## config.mk

```make
export PLATFORM = sky130hd
export DESIGN_NAME = simmem_row_scheduler
export DESIGN_NICKNAME = d
export VERILOG_FILES = /design/src/rtl/simmem_row_scheduler.sv
export SDC_FILE = /design/constraint.sdc
export NUM_CORES = 1
export LEC_CHECK = 0
export ABC_AREA = 1
export CAP_MARGIN = 20
export CORE_MARGIN = 5
export CORE_UTILIZATION = 44
export DETAILED_ROUTE_END_ITERATION = 10
export GPL_TIMING_DRIVEN = 0
export HOLD_SLACK_MARGIN = 0.12
export PLACE_DENSITY_LB_ADDON = 0.3
export SYNTH_ARGS = -nofsm -noshare
export SYNTH_HDL_FRONTEND = slang
export SYNTH_SLANG_ARGS = --single-unit
```

## constraint.sdc

```tcl
create_clock -name clk_i -period 1.95 [get_ports clk_i]
set_input_delay 0.4875 -clock clk_i [delete_from_list [all_inputs] [get_ports clk_i]]
set_output_delay 0.4875 -clock clk_i [all_outputs]
set_load 0.01 [all_outputs]
```

## src/rtl/simmem_row_scheduler.sv

```systemverilog
// Single-bank open-page row-buffer timing scheduler: arbitrates read/write address requests,
// tracks the open row and releases the request ID once its modelled service delay has elapsed.
module simmem_row_scheduler #(
    parameter int AddrWidth         = 16,
    parameter int RowBufferLenWidth = 8,
    parameter int IDWidth           = 4,
    parameter int RowHitCost        = 10,
    parameter int PrechargeCost     = 50,
    parameter int ActivationCost    = 45,
    parameter int CostWidth         = 8
) (
    input  logic                                 clk_i,
    input  logic                                 rst_i,
    input  logic                                 waddr_valid_i,
    output logic                                 waddr_ready_o,
    input  logic [AddrWidth-1:0]                 waddr_addr_i,
    input  logic [IDWidth-1:0]                   waddr_id_i,
    input  logic                                 raddr_valid_i,
    output logic                                 raddr_ready_o,
    input  logic [AddrWidth-1:0]                 raddr_addr_i,
    input  logic [IDWidth-1:0]                   raddr_id_i,
    output logic                                 done_valid_o,
    input  logic                                 done_ready_i,
    output logic                                 done_is_write_o,
    output logic [IDWidth-1:0]                   done_id_o,
    output logic                                 row_open_o,
    output logic [AddrWidth-RowBufferLenWidth-1:0] open_row_o
);

    localparam int RowWidth = AddrWidth - RowBufferLenWidth;

    typedef enum logic [1:0] {
        IDLE    = 2'd0,
        SERVICE = 2'd1,
        DONE    = 2'd2
    } state_t;

    state_t                state;
    state_t                state_next;
    logic                  row_open;
    logic [RowWidth-1:0]   open_row;
    logic                  rr_write;
    logic [CostWidth-1:0]  counter;
    logic [IDWidth-1:0]    held_id;
    logic                  held_write;

    logic [RowWidth-1:0]   read_row;
    logic [RowWidth-1:0]   write_row;
    logic                  read_hit;
    logic                  write_hit;
    logic                  grant_read;
    logic                  grant_write;
    logic                  accept;
    logic [RowWidth-1:0]   sel_row;
    logic                  sel_hit;
    logic [CostWidth-1:0]  sel_cost;
    logic                  unused_low_bits;

    // Service delay for an access given whether it hits the open row and whether any row is open.
    function automatic logic [CostWidth-1:0] access_cost(input logic hit, input logic any_open);
        logic [CostWidth-1:0] cost;
        if (hit)
            cost = CostWidth'(RowHitCost);
        else if (!any_open)
            cost = CostWidth'(ActivationCost + RowHitCost);
        else
            cost = CostWidth'(PrechargeCost + ActivationCost + RowHitCost);
        return cost;
    endfunction

    assign read_row        = raddr_addr_i[AddrWidth-1:RowBufferLenWidth];
    assign write_row       = waddr_addr_i[AddrWidth-1:RowBufferLenWidth];
    assign read_hit        = row_open && (read_row == open_row);
    assign write_hit       = row_open && (write_row == open_row);
    assign unused_low_bits = ^{raddr_addr_i[RowBufferLenWidth-1:0], waddr_addr_i[RowBufferLenWidth-1:0]};

    // Row-hit first when exactly one contender hits; otherwise the round-robin flag decides.
    always_comb begin
        grant_read  = 1'b0;
        grant_write = 1'b0;
        if (state == IDLE) begin
            if (raddr_valid_i && waddr_valid_i) begin
                if (read_hit != write_hit) begin
                    grant_read  = read_hit;
                    grant_write = write_hit;
                end else if (rr_write) begin
                    grant_write = 1'b1;
                end else begin
                    grant_read  = 1'b1;
                end
            end else begin
                grant_read  = raddr_valid_i;
                grant_write = waddr_valid_i;
            end
        end
    end

    assign accept   = grant_read || grant_write;
    assign sel_row  = grant_write ? write_row : read_row;
    assign sel_hit  = grant_write ? write_hit : read_hit;
    assign sel_cost = access_cost(sel_hit, row_open);

    always_comb begin
        state_next = state;
        case (state)
            IDLE:    if (accept) state_next = SERVICE;
            SERVICE: if (counter == CostWidth'(1)) state_next = DONE;
            DONE:    if (done_ready_i) state_next = IDLE;
            default: state_next = IDLE;
        endcase
    end

    always_ff @(posedge clk_i or posedge rst_i) begin
        if (rst_i) begin
            state      <= IDLE;
            row_open   <= 1'b0;
            open_row   <= '0;
            rr_write   <= 1'b0;
            counter    <= '0;
            held_id    <= '0;
            held_write <= 1'b0;
        end else begin
            state <= state_next;
            if (accept) begin
                held_id    <= grant_write ? waddr_id_i : raddr_id_i;
                held_write <= grant_write;
                open_row   <= sel_row;
                row_open   <= 1'b1;
                rr_write   <= grant_read;
                counter    <= sel_cost - CostWidth'(1);
            end else if (state == SERVICE) begin
                counter <= counter - CostWidth'(1);
            end
        end
    end

    assign raddr_ready_o   = grant_read;
    assign waddr_ready_o   = grant_write;
    assign done_valid_o    = (state == DONE);
    assign done_id_o       = (state == DONE) ? held_id : '0;
    assign done_is_write_o = (state == DONE) && held_write;
    assign row_open_o      = row_open;
    assign open_row_o      = open_row;

endmodule
```

==> flow_results.org, run 1 <==
** Status
- Outcome :: finished, violations left
- Violations in the final reports :: setup timing

** Worst setup path
- Max incr delay on CP :: 0.41 ns
- Standard cell with the maximum stage delay on the critical path :: sky130_fd_sc_hd__dfrtp_2
- Critical path buffer and inverter count :: 3
- Among cell families on the critical path, the largest total delay comes from simple AND/OR/NAND/NOR gates.
- Crit end category :: output port
- The worst setup path is of the reg2out kind.
- Worst setup SP type :: flop
- For the worst setup path, the data arrival time is ~1.9 ns.
- Traced cell by cell, the critical path runs through inv_2 > nand2_1 > nand2_1 > nand3b_1 > o21bai_4 > nand2_2 > nand2_1 > nand2_1 > nand3_2 > inv_2 > buf_6.
- Most used cell, CP :: sky130_fd_sc_hd__nand2_1
- Data on the critical path is required at its endpoint by 1.46 ns.
- Of all nets on the critical path, the largest fanout is 3.

** Die
- Effective utilization at floorplan :: between 40 and 50%
- The die is slightly above 70 microns wide.
- During I/O placement, the number of pins put on the boundary was a little over 60.
- In this run the core area contains 22 standard-cell rows.
- The core region is 0.00361 sq mm.
- The die covers approximately 0.0050 sq mm.
- Measured along the y axis, the die boundary spans between 70 and 80 microns.

** Logic synthesis
- The synthesized netlist occupies a cell area of approximately 0.0016 sq mm.
- The synthesized design devotes to its leading area cell type 39.0% of total area.
- Among all flip-flop cells after synthesis, the most frequent one is sky130_fd_sc_hd__dfrtp_1.
- After synthesis, the cell types taking the most area are sky130_fd_sc_hd__dfrtp_1 (39%), sky130_fd_sc_hd__nand2_1 (11%), sky130_fd_sc_hd__inv_1 (8.9%), sky130_fd_sc_hd__nor2_1 (6.3%), sky130_fd_sc_hd__o21ai_0 (5.3%).
- Leading area contributor after synthesis :: sky130_fd_sc_hd__dfrtp_1
- Synthesized instance count :: 223
- After synthesis, the mean cell area works out to 7.19 sq um.
- Of the synthesized area, sequential elements account for about two fifths.
- Most frequent cell after synthesis :: sky130_fd_sc_hd__nand2_1
- Counting flops with a built-in enable in the synthesized netlist gives 0.
- In the synthesized netlist the async set-or-reset flop fraction comes to 100%.
- The commonest cells after synthesis are sky130_fd_sc_hd__nand2_1 (46), sky130_fd_sc_hd__inv_1 (38), sky130_fd_sc_hd__nor2_1 (27).
- The synthesized design contains 25 register bits.
- Synthesis produced a netlist with a net count of 270.
- Synth Warn # :: 0
- Count of unique library cells instantiated by Yosys :: 31

** Pwr
- Maximum vdd drop :: around 0.00086 V
- Sequential share of power :: between 20% and 30%
- Power Internal :: slightly below 2000 uW
- In this run the static leakage power is approximately 0.0015 uW.
- Share of total power in combinational logic :: between 60% and 70%
- Clock Power Share :: 9.9%
- For this design the total switching power over the nets is 1460 uW.
- Net switching is 42.5% of the power.
- For this design the ratio of total power to cell area is roughly 1200 mW/mm^2.
- Post-layout total power :: ~3400 uW

** Clock tree
- Later-pin clock latency in the skew report :: roughly 0.29 ns
- Clock tree synthesis selected as its root buffer the cell sky130_fd_sc_hd__clkbuf_8.
- The number of hold buffers added after CTS was 0.
- Clock tree from TritonCTS :: done
- Clock Path Buffers :: 2
- TritonCTS Buffers :: 3
- In this run the number of H-tree levels came out at 1.
- Clock-pin slew was measured on the worst setup and hold paths at around 0.1 ns.
- Clock tree synthesis found a total of 25 sinks.

** Timing
- At the pin with the least slew margin, the transition time is just over 0.5 ns.
- After layout, the worst setup slack is -0.425 ns.
- The final hold violation count was 0.
- Slew margin rel. :: 66.4%
- Counting I/O delays and the setup requirement, the final critical path takes 2.37 ns.
- Smallest hold slack :: just over 0.4 ns
- Setup violations remaining at the end of the flow were counted as 22.
- Final worst-path cycle share :: 122%
- Setup repair after global routing could not meet its margin everywhere.
- Slew Limit Fails :: 0
- Derived from the worst setup path, the maximum achievable clock frequency is between 0.4 and 0.5 GHz.
- Post-Route Skew :: between 0.01 and 0.015 ns

** Routing
- Post-route DRC violation count :: 0
- Total number of vias :: approximately 2100
- Number of detailed-route iterations in the first pass :: 5
- Initial DRC count :: 180
- Total wire length after detailed routing :: 7.23 mm
- Post-detailed-route wirelength per cell :: roughly 19 microns
- Per-cell via count in the routed design :: roughly 5.5
- In this run the remaining antenna-violating nets after routing total 0.

** Global route
- Remaining Overflow, GRT :: 0
- The first global-routing pass estimated approximately 10 mm of wire.
- Initial antenna violation count :: 0
- Overall Global Routing Usage :: a little over a quarter
- The number of global-route vias before repair was roughly 2200.
- Entering global routing, the biggest net connects 26 pins.

** Placement
- Count of input and output buffers :: between 40 and 50
- HPWL after detailed placement :: 3.01 mm
- Routability-driven placement finished with a final weighted congestion of approximately 0.89.
- Cell total after placement :: around 320
- Summing all placed instances gives a cell area of 0.00211 sq mm.

** Finish
- Layout cell share with drive strength beyond 1 :: between 40% and 50%
- The finished cells cover about 0.0029 sq mm.
- Cell Count, Final, Fillers Out :: 390
- The filler cells instantiated in the layout total roughly 220.
- The final layout contains approximately 400 nets.
- Layout Area Growth over Synthesis :: 78.5%
- The repair_antennas step left the layout with diodes totalling 0.

** Run
- Across the run, the number of max-cap violations was 0.

** Min path
- Hold Crit Class :: in2async
[state kept, by name, summed over array words and instances (netlist names)]
name / cells
counter: 8
held_id: 4
held_write: 1
open_row_o: 8
row_open_o: 1
rr_write: 1
state: 2
[cell usage in the layout, fill, tap and decap left out, types with 3 or more instances in the layout]
master,n
sky130_fd_sc_hd__buf_4,60
sky130_fd_sc_hd__buf_6,12
sky130_fd_sc_hd__o22ai_1,6
sky130_fd_sc_hd__o21ai_0,13
sky130_fd_sc_hd__a21oi_4,3
sky130_fd_sc_hd__o21ai_2,4
sky130_fd_sc_hd__xor2_1,3
sky130_fd_sc_hd__clkbuf_8,3
sky130_fd_sc_hd__dfrtp_2,4
sky130_fd_sc_hd__nand3_4,4
sky130_fd_sc_hd__xnor2_1,3
sky130_fd_sc_hd__a21oi_2,4
sky130_fd_sc_hd__inv_1,24
sky130_fd_sc_hd__clkbuf_2,7
sky130_fd_sc_hd__clkdlybuf4s50_1,21
sky130_fd_sc_hd__nor2_2,4
sky130_fd_sc_hd__nand2_1,42
sky130_fd_sc_hd__inv_2,17
sky130_fd_sc_hd__o21ai_1,13
sky130_fd_sc_hd__dlygate4sd2_1,12
sky130_fd_sc_hd__nor2_1,24
sky130_fd_sc_hd__dfrtp_1,21
sky130_fd_sc_hd__nand2_2,4
sky130_fd_sc_hd__buf_2,3
[power by group through the flow]
stage | logic, uW | clock network, uW | registers [uW]
floorplan | 814 | 0 | 944
global placement | 1230 | 0 | 939
detailed placement | 1260 | 0 | 946
CTS | 1790 | 329 | 934
global route | 2280 | 349 | 1000
finish | 2130 | 339 | 973
[cell families after synthesis]
group / share of synthesized area [%]
buffers and inverters: 11.8
adder cells (fa/ha/maj): 1.56
AND/OR/NAND/NOR: 23.8
XOR/XNOR: 3.82
AO/OA/AOI/OAI: 20.0
flip-flops: 39.0
[through the flow]
step	setup slack, ns	utilization (%)	setup TNS (ns)
after CTS	-0.226	74.9	-0.962
after global routing	-0.481	79.4	-6.66
final	-0.425	79.4	-4.88
after floorplan	0.176	-	0
after global placement	-1.02	58.6	-7.84
after detailed placement	-1.01	58.6	-8.39
[worst paths after layout]
path | slack [ns] | from | to | cells after the start
worst max-delay path | -0.42 | open_row_o[3]$_DFFE_PP0N_ | raddr_ready_o | 11
worst min-delay path | 0.40 | rst_i | counter[2]$_DFFE_PP0P_ | 2
min in group clk_i | 0.49 | waddr_addr_i[14] | open_row_o[6]$_DFFE_PP0N_ | 3
worst max register to register | -0.39 | open_row_o[3]$_DFFE_PP0N_ | counter[6]$_DFFE_PP0P_ | 15
worst min register to register | 0.53 | counter[5]$_DFFE_PP0P_ | counter[5]$_DFFE_PP0P_ | 2
max in group asynchronous | 1.13 | rst_i | open_row_o[7]$_DFFE_PP0N_ | 3
[repair_timing]
item / in CTS / in global routing
gates resized for setup: 73 / 44
pin swaps: 25 / 18
endpoints found under the hold margin: 0 / 0
buffers inserted: 74 / 4
setup endpoints to repair: 24 / 23
[cell type report]
cell class / count / area, sq um / area share, %
plain buffers: 5 / 46.3 / 1.62
clock buffers: 4 / 45.0 / 1.57
flip-flops and latches: 25 / 631 / 22.0
well taps: 48 / 60.1 / 2.10
repair buffers: 115 / 985 / 34.4
multi-input cells: 151 / 936 / 32.7
inverters: 42 / 160 / 5.59
[metal layers]
layer  part of all wire, %  GRT usage (%)  up-vias
met5                     0              0        -
met3                   9.1           6.91       58
li1                      -              -      950
met4                   7.8           15.5        0
met2                    49           45.3      151
met1                    34           28.8      990
(Power assumes the default switching activity.)
==> run 2: changes to the inputs <==
CORE_UTILIZATION = 47   (was 44)
clock period = 2.93 ns   (was 1.95 ns; I/O delays follow)
==> flow_results.org, run 2 (same netlist as run 1, synthesis figures left out) <==
** Clock tree
- Clock tree synthesis selected as its root buffer the cell sky130_fd_sc_hd__clkbuf_4.
- Later-pin clock latency in the skew report :: between 0.3 and 0.4 ns
- Clock tree synthesis inserted a total of 3 buffers.
- Number of H-tree levels :: 1
- In this run the deepest clock path goes through 2 buffers.
- Count of hold-fix buffers inserted at cts :: 0
- Clock tree sinks :: 25
- TritonCTS built the clock tree.
- After clock tree synthesis, the clock-pin slew on the worst setup and hold paths is 0.14 ns.

** Die
- The floorplan has 21 rows.
- Die area :: about 0.0047 sq mm
- Die W :: a little under 70 microns
- Core region area :: between 0.003 and 0.004 sq mm
- Vertical extent of the die :: 68.4 microns
- Count of boundary I/O pins :: 62
- Effective utilization at floorplan :: around half

** Worst setup path
- Register-to-Register Setup Slack :: ~0.37 ns
- In this run the worst path has a maximum fanout of 2.
- Start point of the critical path :: raddr_addr_i[10]
- Worst R2R Start :: open_row_o[6]$_DFFE_PP0N_
- Endpoint of the worst setup timing path :: counter[5]$_DFFE_PP0P_
- Worst setup SP type :: input pin
- In this run the critical register-to-register path is captured at counter[5]$_DFFE_PP0P_.
- At the worst endpoint, the arrival time is around 3.1 ns.
- Crit end category :: flop
- Reg2reg path depth :: 22
- Type of the setup path with the least slack :: in2reg
- STA puts the critical path data required time at 3.17 ns.

** Placement
- Counting tap cells, the placed design contains a total of 314 instances.
- Cell area after placement :: approximately 0.0021 sq mm
- Last weighted congestion value of the routability-driven placer :: around 0.92
- HPWL after detailed placement :: 3.11 mm
- Buffers placed on the I/O ports in this run total 45.
- Worst slack at placement :: -0.534 ns

** Global route
- The number of global-route vias before repair was 1560.
- The first global-routing pass estimated 7.22 mm of wire.
- The number of antenna violations at the first check in global routing was 0.
- Maximum number of pins on one net before global-route repair :: 26
- Summed over all layers, the global routing overflow is 0.
- Overall Global Routing Usage :: 20.7%

** Timing
- Slew margin rel. :: around 65%
- The routed design could run at a clock period as short as approximately 2.9 ns.
- Final worst-path cycle share :: between 90% and 100%
- Fin. Hold Viols :: 0
- Worst-Margin Slew :: 0.524 ns
- For the final database, setup skew stands at around 0.014 ns.
- Setup slack closes at 0.0505 ns.
- Number of setup violations in the final report :: 0
- RSZ-0062 raised after global routing :: false
- Slew Limit Fails :: 0
- Based on the critical path, the design can be clocked at up to about 0.35 GHz.

** Finish
- The finished cells cover roughly 0.0024 sq mm.
- Layout Area Growth over Synthesis :: 46.7%
- The top cell types in the final layout, fill and taps aside, are sky130_fd_sc_hd__nand2_1 (43), sky130_fd_sc_hd__inv_1 (30), sky130_fd_sc_hd__clkdlybuf4s50_1 (28).
- Cell Count, Final, Fillers Out :: ~340
- Layout net count :: 340
- Filler instances :: 265
- Commonest non-fill, non-tap cell in the layout :: sky130_fd_sc_hd__nand2_1
- In the final layout, the share of cells above drive strength 1 is between 20% and 30%.
- Count of antenna diodes in the layout :: 0

** Pwr
- The share of total power dissipated in combinational logic is a little over half.
- Power per unit of standard cell area :: about 700 mW/mm^2
- The clock network burns under 10% of the power.
- Static Leak :: 0.00123 uW
- Switching Power :: roughly 710 uW
- In this run switching power makes up a little over two fifths of total power.
- VDD sags by at most between 0.0003 and 0.0004 V.
- Sequential share of power :: 37.5%
- Power Internal :: slightly below 1000 uW

** Routing
- Total number of vias :: between 1500 and 2000
- Initial DRC count :: about 110
- Post-route DRC violation count :: 0
- Post-detailed-route wirelength per cell :: about 13 microns
- Post-route antenna net violation count :: 0
- The first detailed-routing pass took 4 iterations.
- Per-cell via count in the routed design :: 4.97
- Total wire length after detailed routing :: around 4.5 mm

** Run
- Max_cap viols :: 0

** Min path
- Counting instances, the worst hold path has a depth of 2.
- The tightest min-delay check is of the reg2reg type.

** Status
- Outcome :: finished, final reports clean
## run 2: power by group through the flow
stage	clock, uW	combinational (uW)	sequential [uW]
2_1_floorplan	0	542	628
3_3_place_gp	0	820	625
3_5_place_dp	0	838	630
4_1_cts	163	866	622
5_1_grt	176	1000	648
6_report	157	888	628
## run 2: worst min path at each step
stage	from	endpoint
2_1_floorplan	rr_write$_DFFE_PP0N_	rr_write$_DFFE_PP0N_
3_3_place_gp	rr_write$_DFFE_PP0N_	rr_write$_DFFE_PP0N_
3_5_place_dp	rr_write$_DFFE_PP0N_	rr_write$_DFFE_PP0N_
4_1_cts	rr_write$_DFFE_PP0N_	rr_write$_DFFE_PP0N_
5_1_grt	counter[5]$_DFFE_PP0P_	counter[5]$_DFFE_PP0P_
6_report	counter[5]$_DFFE_PP0P_	counter[5]$_DFFE_PP0P_
## run 2: routing by layer
metal	vias up	track usage [%]	routed length, microns
li1	853	-	-
met4	0	4.47	36
met1	776	26.5	1970
met5	-	0	0
met2	46	34.6	2240
met3	5	5.42	296
## run 2: per-stage QoR
| step | util [%] | hold slack, ns | power [uW] | TNS, ns |
|---|---|---|---|---|
| floorplan | - | 0.463 | 1170 | 0 |
| global placement | 63.8 | 0.492 | 1440 | -0.928 |
| detailed placement | 63.8 | 0.496 | 1470 | -0.985 |
| CTS | 68.5 | 0.529 | 1650 | 0 |
| global route | 71.1 | 0.567 | 1830 | 0 |
| finish | 71.1 | 0.537 | 1670 | 0 |
## run 2: final cells by class
| class | count | area (sq um) | share of cell area, % |
|---|---|---|---|
| multi-input cells | 151 | 817 | 34.7 |
| inverters | 42 | 160 | 6.80 |
| well taps | 46 | 57.6 | 2.45 |
| plain buffers | 5 | 31.3 | 1.33 |
| flip-flops and latches | 25 | 626 | 26.6 |
| clock buffers | 4 | 26.3 | 1.12 |
| repair buffers | 65 | 636 | 27.0 |
## run 2: what timing repair did
item	4_1_cts	5_1_grt
gates resized for setup	20	21
setup buffers	17	2
endpoints found under the setup margin	2	5
pin swaps	8	11
cloned	0	0
## run 2: critical path: stages
cell,delay [ns]
sky130_fd_sc_hd__clkdlybuf4s50_1,0.43
sky130_fd_sc_hd__xor2_1,0.15
sky130_fd_sc_hd__nor3_1,0.19
sky130_fd_sc_hd__nand2_1,0.12
sky130_fd_sc_hd__buf_4,0.15
sky130_fd_sc_hd__buf_4,0.12
sky130_fd_sc_hd__buf_4,0.13
sky130_fd_sc_hd__buf_4,0.13
sky130_fd_sc_hd__buf_4,0.13
sky130_fd_sc_hd__buf_4,0.12
sky130_fd_sc_hd__buf_4,0.12
sky130_fd_sc_hd__buf_4,0.12
sky130_fd_sc_hd__buf_4,0.12
sky130_fd_sc_hd__inv_2,0.05
sky130_fd_sc_hd__nand2_2,0.05
sky130_fd_sc_hd__nand3_2,0.07
sky130_fd_sc_hd__nand2_1,0.06
sky130_fd_sc_hd__nand2_1,0.06
sky130_fd_sc_hd__nand2_1,0.05
==> run 3: changes to the inputs <==
SLEW_MARGIN = 25   (was not set)
==> flow_results.org, run 3 (same netlist as run 1, synthesis figures left out) <==
** Status
- The run finished with clean final reports.

** Die
- Effective utilization at floorplan :: between 40% and 50%
- Vertical extent of the die :: around 68 microns
- The die is just under 70 microns wide.
- The floorplan has 21 rows.
- The floorplan step defined a die boundary enclosing 0.00468 sq mm.
- During I/O placement, the number of pins put on the boundary was 62.
- In this run the standard cell core region covers approximately 0.0033 sq mm.

** Routing
- In this run the remaining antenna-violating nets after routing total 0.
- Before antenna repair, the detailed router went through 4 iterations.
- In the routed design, unresolved DRC markers number 0.
- Dividing the detail-routed wire length by the instance count gives ~14 microns.
- Initial DRC count :: 74
- The final route contains between 1500 and 2000 vias.
- Per-cell via count in the routed design :: approximately 4.9
- The final layout contains routed wiring with a total length of roughly 4.6 mm.

** Pwr
- Sw Share :: 42.5%
- Clock Power Share :: a little under a tenth
- Static Leak :: roughly 0.0012 uW
- VDD sags by at most just under 0.0004 V.
- Power Internal :: roughly 960 uW
- The share of total power dissipated in sequential elements is a little under two fifths.
- In this run the power spent charging and discharging nets is between 700 and 800 uW.
- Share of total power in combinational logic :: between 50% and 60%
- Power per unit of standard cell area :: between 700 and 800 mW/mm^2

** Global route
- For this run, global-route usage on met1 was measured as approximately a quarter.
- Remaining Overflow, GRT :: 0
- The number of antenna violations at the first check in global routing was 0.
- First-pass GRT wire length :: 7.22 mm
- Most congested layer reported by global routing :: met2
- Met3 demand-to-capacity share in global routing :: ~5.4%
- Overall Global Routing Usage :: between 20 and 25%
- Maximum number of pins on one net before global-route repair :: 26
- Routing usage on met2 :: 34.6%
- Vias in the first global route :: about 1600

** Worst setup path
- The worst setup path is of the in2reg kind.
- The largest individual stage delay along the critical path comes from the cell sky130_fd_sc_hd__clkdlybuf4s50_1.
- Along the worst path, the maximum fanout reaches 2.
- The signal on the critical path passes through clkdlybuf4s50_1 > xor2_1 > nor3_1 > nand2_1 > buf_4 > buf_4 > buf_4 > buf_4 > buf_4 > buf_4 > buf_4 > buf_4 > buf_4 > inv_2 > nand2_2 > nand3_2 > nand2_1 > nand2_1 > nand2_1.
- Grouping stages by cell kind, the critical path spends the most delay in buffers and inverters.
- Max incr delay on CP :: 0.43 ns
- The most numerous cell type found on the critical path is sky130_fd_sc_hd__buf_4.
- Worst setup SP type :: input pin
- Data on the critical path arrives at its endpoint at 3.11 ns.
- Register-to-Register Setup Slack :: 0.36 ns
- The worst register-to-register path ends at counter[5]$_DFFE_PP0P_.
- Counting cells, the worst reg-to-reg path comes to 22.
- The worst setup path is captured at a flop.
- Data required time of the critical path :: 3.17 ns
- Critical path buffer and inverter count :: 11
- Worst R2R Start :: open_row_o[6]$_DFFE_PP0N_

** Finish
- Summing all non-filler instances in the final layout gives an area of between 0.002 and 0.0025 sq mm.
- 0 antenna diodes ended up in the layout.
- Most used cells in the layout excluding fill and tap cells :: sky130_fd_sc_hd__nand2_1 (43), sky130_fd_sc_hd__inv_1 (29), sky130_fd_sc_hd__clkdlybuf4s50_1 (28)
- Layout Area Growth over Synthesis :: 45.0%
- The final layout contains 339 nets.
- Leaving out fill and tap cells, the most frequent cell in the layout is sky130_fd_sc_hd__nand2_1.
- Of the cells placed in the final design, the portion with a size suffix greater than 1 is 20.3%.

** Timing
- Setup slack closes at 0.0604 ns.
- Slew Limit Fails :: 0
- Tmin final :: 2.87 ns
- Fin. Hold Viols :: 0
- Post-Route Skew :: approximately 0.014 ns
- RSZ-0062 raised after global routing :: false
- Headroom to the max-slew limit came out at 64.9%.
- Worst-Margin Slew :: around 0.53 ns
- Setup violations remaining at the end of the flow were counted as 0.
- Timing would allow up to 0.348 GHz.
- The worst path uses a little under 100% of the clock period.

** Clock tree
- Number of H-tree levels :: 1
- The root buffer cell chosen for the clock tree is sky130_fd_sc_hd__clkbuf_4.
- TritonCTS built the clock tree.
- The number of clock buffers added by TritonCTS is 3.
- After clock tree synthesis, the clock-pin slew on the worst setup and hold paths is between 0.1 and 0.15 ns.
- Clock tree synthesis found a total of 25 sinks.
- For the worst-skew pair, the clock arrives at the later sink with an insertion delay of between 0.3 and 0.4 ns.
- The clock passes through at most 2 buffers.

** Placement
- Before CTS, the worst setup slack after placement is -0.534 ns.
- The congestion estimate from routability-driven global placement came to 0.918.
- Input and output buffers added on the ports amount to 45.
- Cell area after placement :: around 0.0021 sq mm
- HPWL after detailed placement :: about 3.1 mm

** Min path
- In this run the worst hold path is classified as reg2reg.
- The startpoint identified for the worst hold timing path is counter[5]$_DFFE_PP0P_.
- The worst hold path passes through 2 cells.
- For hold timing, the worst endpoint is counter[5]$_DFFE_PP0P_.

** Run
- Max_cap viols :: 0
==> run 3: cell count changes in the layout (fill, tap and decap cells not counted), sizes merged <==
cell  delta
buf      -1
==> run 3: worst max path at each step <==
stage / startpoint / end / cells after the start
after floorplan: waddr_addr_i[10] / waddr_ready_o / 10
after global placement: waddr_addr_i[10] / waddr_ready_o / 12
after detailed placement: waddr_addr_i[10] / waddr_ready_o / 12
after CTS: waddr_addr_i[13] / raddr_ready_o / 13
after global routing: raddr_addr_i[10] / counter[5]$_DFFE_PP0P_ / 19
final: raddr_addr_i[10] / counter[5]$_DFFE_PP0P_ / 19
==> run 3: power by group through the flow <==
stage | clock (uW) | combinational [uW] | sequential (uW)
after floorplan | 0 | 542 | 628
after global placement | 0 | 820 | 625
after detailed placement | 0 | 838 | 630
after CTS | 163 | 866 | 622
after global routing | 177 | 998 | 648
final | 158 | 882 | 627
==> run 3: cell type report <==
cell class | count | area (sq um)
fillers | 264 | 985
plain buffers | 5 | 31.3
multi-input cells | 151 | 817
inverters | 42 | 160
well taps | 46 | 57.6
clock buffers | 4 | 26.3
repair buffers | 64 | 608
flip-flops and latches | 25 | 626
==> run 3: repair_timing <==
action	4_1_cts	5_1_grt
resized for setup	20	21
hold buffers	0	0
pin swaps	8	11
setup endpoints to repair	2	5
buffers inserted	17	2
==> run 3: per-layer routing <==
metal  vias up  part of all wire [%]
met1       761                    44
met4         0                   1.4
met3        11                   6.4
met5         -                     0
met2        42                    48
li1        845                     -
==> run 3: tightest hold or removal path: stages, from the launching register on <==
cell                      delay (ns)
sky130_fd_sc_hd__dfrtp_1        0.39
sky130_fd_sc_hd__nand2_1        0.06
sky130_fd_sc_hd__nand2_1        0.06
==> run 3: per-stage QoR <==
step / total power, uW / TNS [ns] / util (%) / std cells / hold WS [ns]
global placement: 1440 / -0.928 / 63.8 / 314 / 0.492
global route: 1820 / 0 / 70.3 / 337 / 0.567
floorplan: 1170 / 0 / - / 223 / 0.463
CTS: 1650 / 0 / 68.5 / 335 / 0.529
finish: 1670 / 0 / 70.3 / 337 / 0.537
detailed placement: 1470 / -0.985 / 63.8 / 314 / 0.496
